File: src/rtl/scan_pkg.sv
// Shared types and default sizing for the scan chain bank.
// Latency: n/a (types and constants only).
// Backpressure: n/a.
package scan_pkg;

  typedef enum logic [1:0] {
    IDLE    = 2'd0,
    SHIFT   = 2'd1,
    CAPTURE = 2'd2
  } state_t;

  localparam int DEF_NCHAIN     = 4;
  localparam int DEF_LEN        = 8;
  localparam int DEF_CAP_CYCLES = 1;
  localparam int DEF_PCNT_W     = 16;

  // Larger of two sizes; used to width the shared step counter.
  function automatic int max2(input int a, input int b);
    return (a > b) ? a : b;
  endfunction

endpackage

File: src/rtl/scan_chain_seg.sv
// One LEN-cell scan chain: shifts serial data when se=1, loads parallel data when se=0.
// Latency: one cycle from en to updated cells.
// Backpressure: en=0 freezes every cell; no handshake.
module scan_chain_seg #(
  parameter int LEN = 8
) (
  input  logic           clk,
  input  logic           rst,
  input  logic           en,
  input  logic           se,
  input  logic           si,
  input  logic [LEN-1:0] d,
  output logic [LEN-1:0] q
);

  // Cell 0 takes the serial input, each later cell takes its predecessor; otherwise capture d.
  always_ff @(posedge clk) begin
    if (rst) begin
      q <= '0;
    end else if (en) begin
      if (se) begin
        q <= {q[LEN-2:0], si};
      end else begin
        q <= d;
      end
    end
  end

endmodule

File: src/rtl/scan_chain_bank.sv
// Bank of NCHAIN scan chains with a shift-then-capture sequencer and a pattern counter.
// Latency: LEN shift + CAP_CYCLES capture cycles after start; done pulses the cycle after.
// Backpressure: hold freezes sequencer and cells; start while busy or held is dropped.
module scan_chain_bank
  import scan_pkg::*;
#(
  parameter int NCHAIN     = DEF_NCHAIN,
  parameter int LEN        = DEF_LEN,
  parameter int CAP_CYCLES = DEF_CAP_CYCLES,
  parameter int PCNT_W     = DEF_PCNT_W
) (
  input  logic                  C,
  input  logic                  R,
  input  logic                  start,
  input  logic                  hold,
  input  logic [NCHAIN-1:0]     si,
  input  logic [NCHAIN*LEN-1:0] d,
  output logic [NCHAIN*LEN-1:0] q,
  output logic [NCHAIN-1:0]     so,
  output logic                  se,
  output logic                  busy,
  output logic                  done,
  output logic [PCNT_W-1:0]     pat_cnt
);

  localparam int CNT_W = $clog2(max2(LEN, CAP_CYCLES) + 1);
  localparam logic [CNT_W-1:0] LAST_SHIFT = CNT_W'(LEN - 1);
  localparam logic [CNT_W-1:0] LAST_CAP   = CNT_W'(CAP_CYCLES - 1);

  state_t           state_q, state_d;
  logic [CNT_W-1:0] cnt_q, cnt_d;
  logic             done_d;
  logic             chain_en;

  // Scan enable and busy come straight from the state register so they are glitch-free.
  assign se       = (state_q == SHIFT);
  assign busy     = (state_q == SHIFT) || (state_q == CAPTURE);
  assign chain_en = busy && !hold;

  // Next-state logic; held cycles leave state and step counter untouched.
  always_comb begin
    state_d = state_q;
    cnt_d   = cnt_q;
    done_d  = 1'b0;
    case (state_q)
      IDLE: begin
        if (start && !hold) begin
          state_d = SHIFT;
          cnt_d   = '0;
        end
      end
      SHIFT: begin
        if (!hold) begin
          if (cnt_q == LAST_SHIFT) begin
            state_d = CAPTURE;
            cnt_d   = '0;
          end else begin
            cnt_d = cnt_q + 1'b1;
          end
        end
      end
      CAPTURE: begin
        if (!hold) begin
          if (cnt_q == LAST_CAP) begin
            state_d = IDLE;
            cnt_d   = '0;
            done_d  = 1'b1;
          end else begin
            cnt_d = cnt_q + 1'b1;
          end
        end
      end
      default: begin
        state_d = IDLE;
        cnt_d   = '0;
      end
    endcase
  end

  // Sequencer registers, done pulse and saturating pattern counter; reset overrides everything.
  always_ff @(posedge C) begin
    if (R) begin
      state_q <= IDLE;
      cnt_q   <= '0;
      done    <= 1'b0;
      pat_cnt <= '0;
    end else begin
      state_q <= state_d;
      cnt_q   <= cnt_d;
      done    <= done_d;
      if (done_d && (pat_cnt != {PCNT_W{1'b1}})) begin
        pat_cnt <= pat_cnt + 1'b1;
      end
    end
  end

  for (genvar k = 0; k < NCHAIN; k++) begin : g_chain
    scan_chain_seg #(
      .LEN(LEN)
    ) u_seg (
      .clk(C),
      .rst(R),
      .en (chain_en),
      .se (se),
      .si (si[k]),
      .d  (d[k*LEN +: LEN]),
      .q  (q[k*LEN +: LEN])
    );
    assign so[k] = q[k*LEN + LEN - 1];
  end

endmodule

File: config.mk
export PLATFORM = sky130hd
export DESIGN_NAME = scan_chain_bank
export DESIGN_NICKNAME = d
export VERILOG_FILES = /design/src/rtl/scan_pkg.sv /design/src/rtl/scan_chain_seg.sv /design/src/rtl/scan_chain_bank.sv
export SDC_FILE = /design/constraint.sdc
export NUM_CORES = 1
export LEC_CHECK = 0
export BUFFER_PORTS_ARGS = -buffer_cell sky130_fd_sc_hd__buf_2
export CAP_MARGIN = 10
export CORE_UTILIZATION = 52
export CTS_BUF_LIST = sky130_fd_sc_hd__clkbuf_4 sky130_fd_sc_hd__clkbuf_8
export CTS_CLUSTER_SIZE = 10
export DETAILED_ROUTE_END_ITERATION = 16
export GPL_ROUTABILITY_DRIVEN = 0
export PLACE_DENSITY = 0.83
export SYNTH_ARGS = -nofsm -noshare
export SYNTH_HDL_FRONTEND = slang
export SYNTH_SLANG_ARGS = --single-unit
export TNS_END_PERCENT = 20
File: constraint.sdc
create_clock -name C -period 2.05 [get_ports C]
set_input_delay 0.1025 -clock C [delete_from_list [all_inputs] [get_ports C]]
set_output_delay 0.1025 -clock C [all_outputs]
set_load 0.1 [all_outputs]
Word level (Yosys, flattened, before mapping). Index checks and enable logic that the tools add are counted.

Bits in registers: 55. Bits of input ports: 40. Output and inout bits: 55. Logic and storage cells: 47.

Reductions and logical operators: 9. Multiplexer cells: 19. Add/sub/neg operators: 2. Eq/ne operators: 9.

Operator list (number): two-way mux 8 bit (4); two-way mux 4 bit (5); adder 16 x 1 -> 16 bit, second input constant (1); != test 16 bit, second input constant (1); case mux 4 bit (3 select lines) (1); two-way mux 2 bit (5); != test 2 bit, second input constant (3); case mux 2 bit (3 select lines) (1); AND reduction 5 bit (1); adder 4 x 1 -> 4 bit, second input constant (1); equality test 4 x 3 -> 1 bit, second input constant (1); logical NOT 4 bit (1); != test 2 x 1 -> 1 bit, second input constant (2); logical AND 1 bit (3); two-way mux 1 bit (3); AND reduction 3 bit (1); equality test 2 x 1 -> 1 bit, second input constant (1); equality test 2 bit, second input constant (1); logical NOT 2 bit (1); logical NOT 1 bit (1); logical OR 1 bit (1).

Longest topological paths before layout.
Depth after elaboration: 5. Gate-level depth with buffers: 7. Depth with buffers taken out: 6.

By module. From an unflattened synthesis, not the netlist that was laid out.

Cell total of the unflattened synthesis: 309. Area total of the unflattened synthesis: 2837.7 µm².

By module, submodules not included: scan_chain_seg (area each 369.1 µm², cells each 36, times used 4); scan_chain_bank (area each 1361.3 µm², cells each 165, times used 1).

Worst setup path before layout. No wires, ideal clock.

Path type: reg2reg. From: register pat_cnt[0]. To: register pat_cnt[14]. Stages on the path, launching flop included: 6. Data arrival time: 2.389 ns. Setup time: 0.070 ns. Data required time: 1.980 ns. Path slack: -0.409 ns. Cell sequence: dfxtp_1 > ha_1 > and4_1 > nand3_2 > or4_1 > a21oi_1.

Word-level cells in the longest chain between the ends: 2. Elaborated cells on any way between the ends: 3.

Ends and longest elaborated chain: start: declaration (line scan_chain_bank.sv:23) `output logic [PCNT_W-1:0] pat_cnt`; start signal: assignment (line scan_chain_bank.sv:92) `pat_cnt <= pat_cnt + 1'b1;`; branches (longest 2 deep; another with adder 16 x 1 -> 16 bit).

Several ways; the timed one is not identified. A chain may end at the register's enable or synchronous reset.

Worst setup path in the final report.
From: register state_q[0]. To: register pat_cnt[13].

Word-level cells in the longest chain between the ends: 3.

Ends and longest elaborated chain: start: declaration (line scan_chain_bank.sv:30) `state_t state_q, state_d;`; start signal: assignment (line scan_chain_bank.sv:88) `state_q <= state_d;`; equality test 2 bit (line scan_chain_bank.sv:45) `case (state_q)`; two-way mux 1 bit (line scan_chain_bank.sv:45); logical AND 1 bit (line scan_chain_bank.sv:91) `if (done_d && (pat_cnt != {PCNT_W{1'b1}})) begin`.

Every way passes these cells.

==> flow_summary.ini <==
[synth]
synthesis.instances = 303
synth_enable_flop_cells = 0
synth-seq-area-share_pct = 40.2
avgSynthCellArea_sq_um = 9.05
dominantRegCellSynth = sky130_fd_sc_hd__dfxtp_1
synth.lib_cells_used.distinct = 43
ys_warn_count = 0
synth_async_reset_ratio_pct = 0
synth_nets = 349
ys_ff_latch = 55
synth_area_sq_um = 2740

[critical_path]
worstPathMaxFanout = 11
setup.worst_path.class = reg2reg
worst_ep_required_time_ns = 2.25
crit_arrival_ns = 2.07
critical_path.endpoint_type = flip-flop
biggest_cell_delay_along_the_critical_path_ns = 0.37
setup.worst_path.start_class = flip-flop
critical-path-slowest-cell = sky130_fd_sc_hd__mux2_2
timing.critical_path.cells = inv_1 -> ha_1 -> and2b_1 -> nand4_1 -> buf_4 -> nor4_1 -> mux2_2

[timing]
min_period_over_period_pct = 91.5
worstMarginPinSlew_ns = 0.622
fin_worst_skew_ns = 0.00568
achievable_clock_frequency_mhz = 533
final_max_slew_violation_count = 0
fin_setup_tns_ns = 0
slew_headroom_pct = 58.2
finalHoldViolCount = 0
report.final.setup_viol = 0
period_needed_ns = 1.88
whs_ns = 0.122

[clocking]
maximum_root_to_sink_buffer_count = 2
cts_tree = built
worst_setup_hold_path_clk_slew_ns = 0.09
clock_latency_ns = 0.30
clock-sinks = 55
cts_htree_levels = 2
ctsHoldBuffers = 0
clockRootBuffer = sky130_fd_sc_hd__clkbuf_8
cts-buffers-inserted = 5

[global_routing]
grt_pass1_wl_um = 9540
via_count_of_the_first_global_routing_pass = 2163
antenna_found_initial = 0
maximum_number_of_pins_on_one_net_before_global_route_repair = 65
globalRouteOverflowTotal = 0
groute.usage.overall_pct = 21.9

[die]
design.core.area_sq_um = 5110
design.die.area_sq_um = 5570
chipHeight_um = 74.6
num_rows = 26
number_of_primary_i_o_pins = 95
initial_utilization_pct = 53.7
die_w_um = 74.6

[layout]
drive_above_1_share_pct = 35.4
insertedDiodeCount = 0
finalInstanceArea_sq_um = 3420
finish.utilization_pct = 67.0
syn_to_layout_area_delta_pct = 24.8
mostFrequentLayoutCell = sky130_fd_sc_hd__buf_2
final_cell_mix = sky130_fd_sc_hd__buf_2 (93), sky130_fd_sc_hd__nor2_1 (41), sky130_fd_sc_hd__dfxtp_1 (39)
design.final.nets = 435

[run_status]
outcome = finished clean

[detailed_routing]
vias = 2542
detail_route.wirelength_um = 6050
detail_route.iter0.violations = 124
wl_per_cell_um = 13.2
remaining_drc_errors = 0
drt-pass1-iter-count = 4
vias_per_cell = 5.53
postRouteAntennaNets = 0

[hold_path]
min_path_type = in2reg

[place]
detailed_place_hpwl_um = 4290
placement.io_buffers = 94
placed_area_sq_um = 3310

[flow_run]
max_cap_viol_count = 0
==> cell usage after synthesis, types with 6 or more instances <==
cell	instances	area share [%]
sky130_fd_sc_hd__o31ai_1	7	1.9
sky130_fd_sc_hd__inv_1	8	1.1
sky130_fd_sc_hd__clkbuf_1	12	1.6
sky130_fd_sc_hd__a211oi_1	33	9.0
sky130_fd_sc_hd__nor2b_1	8	1.8
sky130_fd_sc_hd__nor2_1	41	5.6
sky130_fd_sc_hd__dfxtp_1	55	40
sky130_fd_sc_hd__nand4_1	6	1.4
sky130_fd_sc_hd__a21oi_1	16	2.9
sky130_fd_sc_hd__nand2_1	12	1.6
sky130_fd_sc_hd__or4_1	6	1.6
sky130_fd_sc_hd__ha_1	6	2.7
sky130_fd_sc_hd__nand3_1	8	1.5
sky130_fd_sc_hd__mux2i_1	34	12
==> registers in the layout, summed over array words and instances, names as in the netlist <==
name and cells:
done 1, pat_cnt 16, g_chain.u_seg.q 32, state_q 2, cnt_q 4
==> worst paths after layout <==
check             cells after the start  slack, ns               startpoint                                  to
hold / removal                        3       0.12                     d[4]  g_chain[0].u_seg.q[4]$_SDFFE_PP0P_
hold reg to reg                       1       0.48  pat_cnt[8]$_SDFFE_PP0P_             pat_cnt[8]$_SDFFE_PP0P_
setup / recovery                      7       0.17  state_q[0]$_SDFFE_PP0P_            pat_cnt[13]$_SDFFE_PP0P_
setup reg to reg                      7       0.17  state_q[0]$_SDFFE_PP0P_            pat_cnt[13]$_SDFFE_PP0P_
==> kinds of logic after synthesis <==
group	synth area share, %
and+or+nand+nor	20.7
AOI/OAI and AO/OA	17.1
DFF	40.2
muxes	14.1
buffers and inverters	5.20
adders and majority gates	2.74
==> layout make-up <==
type	count	area [sq um]
Clock buffer	7	90.1
Inverter	8	30.0
Multi-Input combinational cell	217	1520
Tap cell	70	87.6
Clock inverter	1	8.76
Fill cell	414	1690
Sequential cell	55	1130
Timing Repair Buffer	102	558
==> worst max-delay path, delay by kind of cell, from the launching register on <==
family                   cells  cell delay [ns]
adder cells (fa/ha/maj)      1             0.18
flip-flops                   1             0.33
buffers and inverters        2             0.30
multiplexers                 1             0.37
AND/OR/NAND/NOR              3             0.60
==> routing by layer <==
layer | wire (um) | up-vias | track usage (%)
li1 | - | 1290 | -
met1 | 2700 | 1169 | 27.0
met2 | 2960 | 77 | 37.7
met3 | 348 | 6 | 5.96
met4 | 46 | 0 | 5.45
met5 | 0 | - | 0
==> stage by stage <==
step           worst slack [ns]  cells
2_1_floorplan           -0.0773    303
3_3_place_gp              0.214    450
3_5_place_dp              0.169    450
4_1_cts                   0.146    458
5_1_grt               -0.000855    460
6_report                  0.174    460
==> what timing repair did <==
item                                    CTS  global route
endpoints found under the setup margin    0             1
resized for setup                         0             0
setup buffers                             0             2
Power is left out: the tool's default activity adds up to more than one toggle a clock period on the data nets, which glitch-free logic cannot reach.
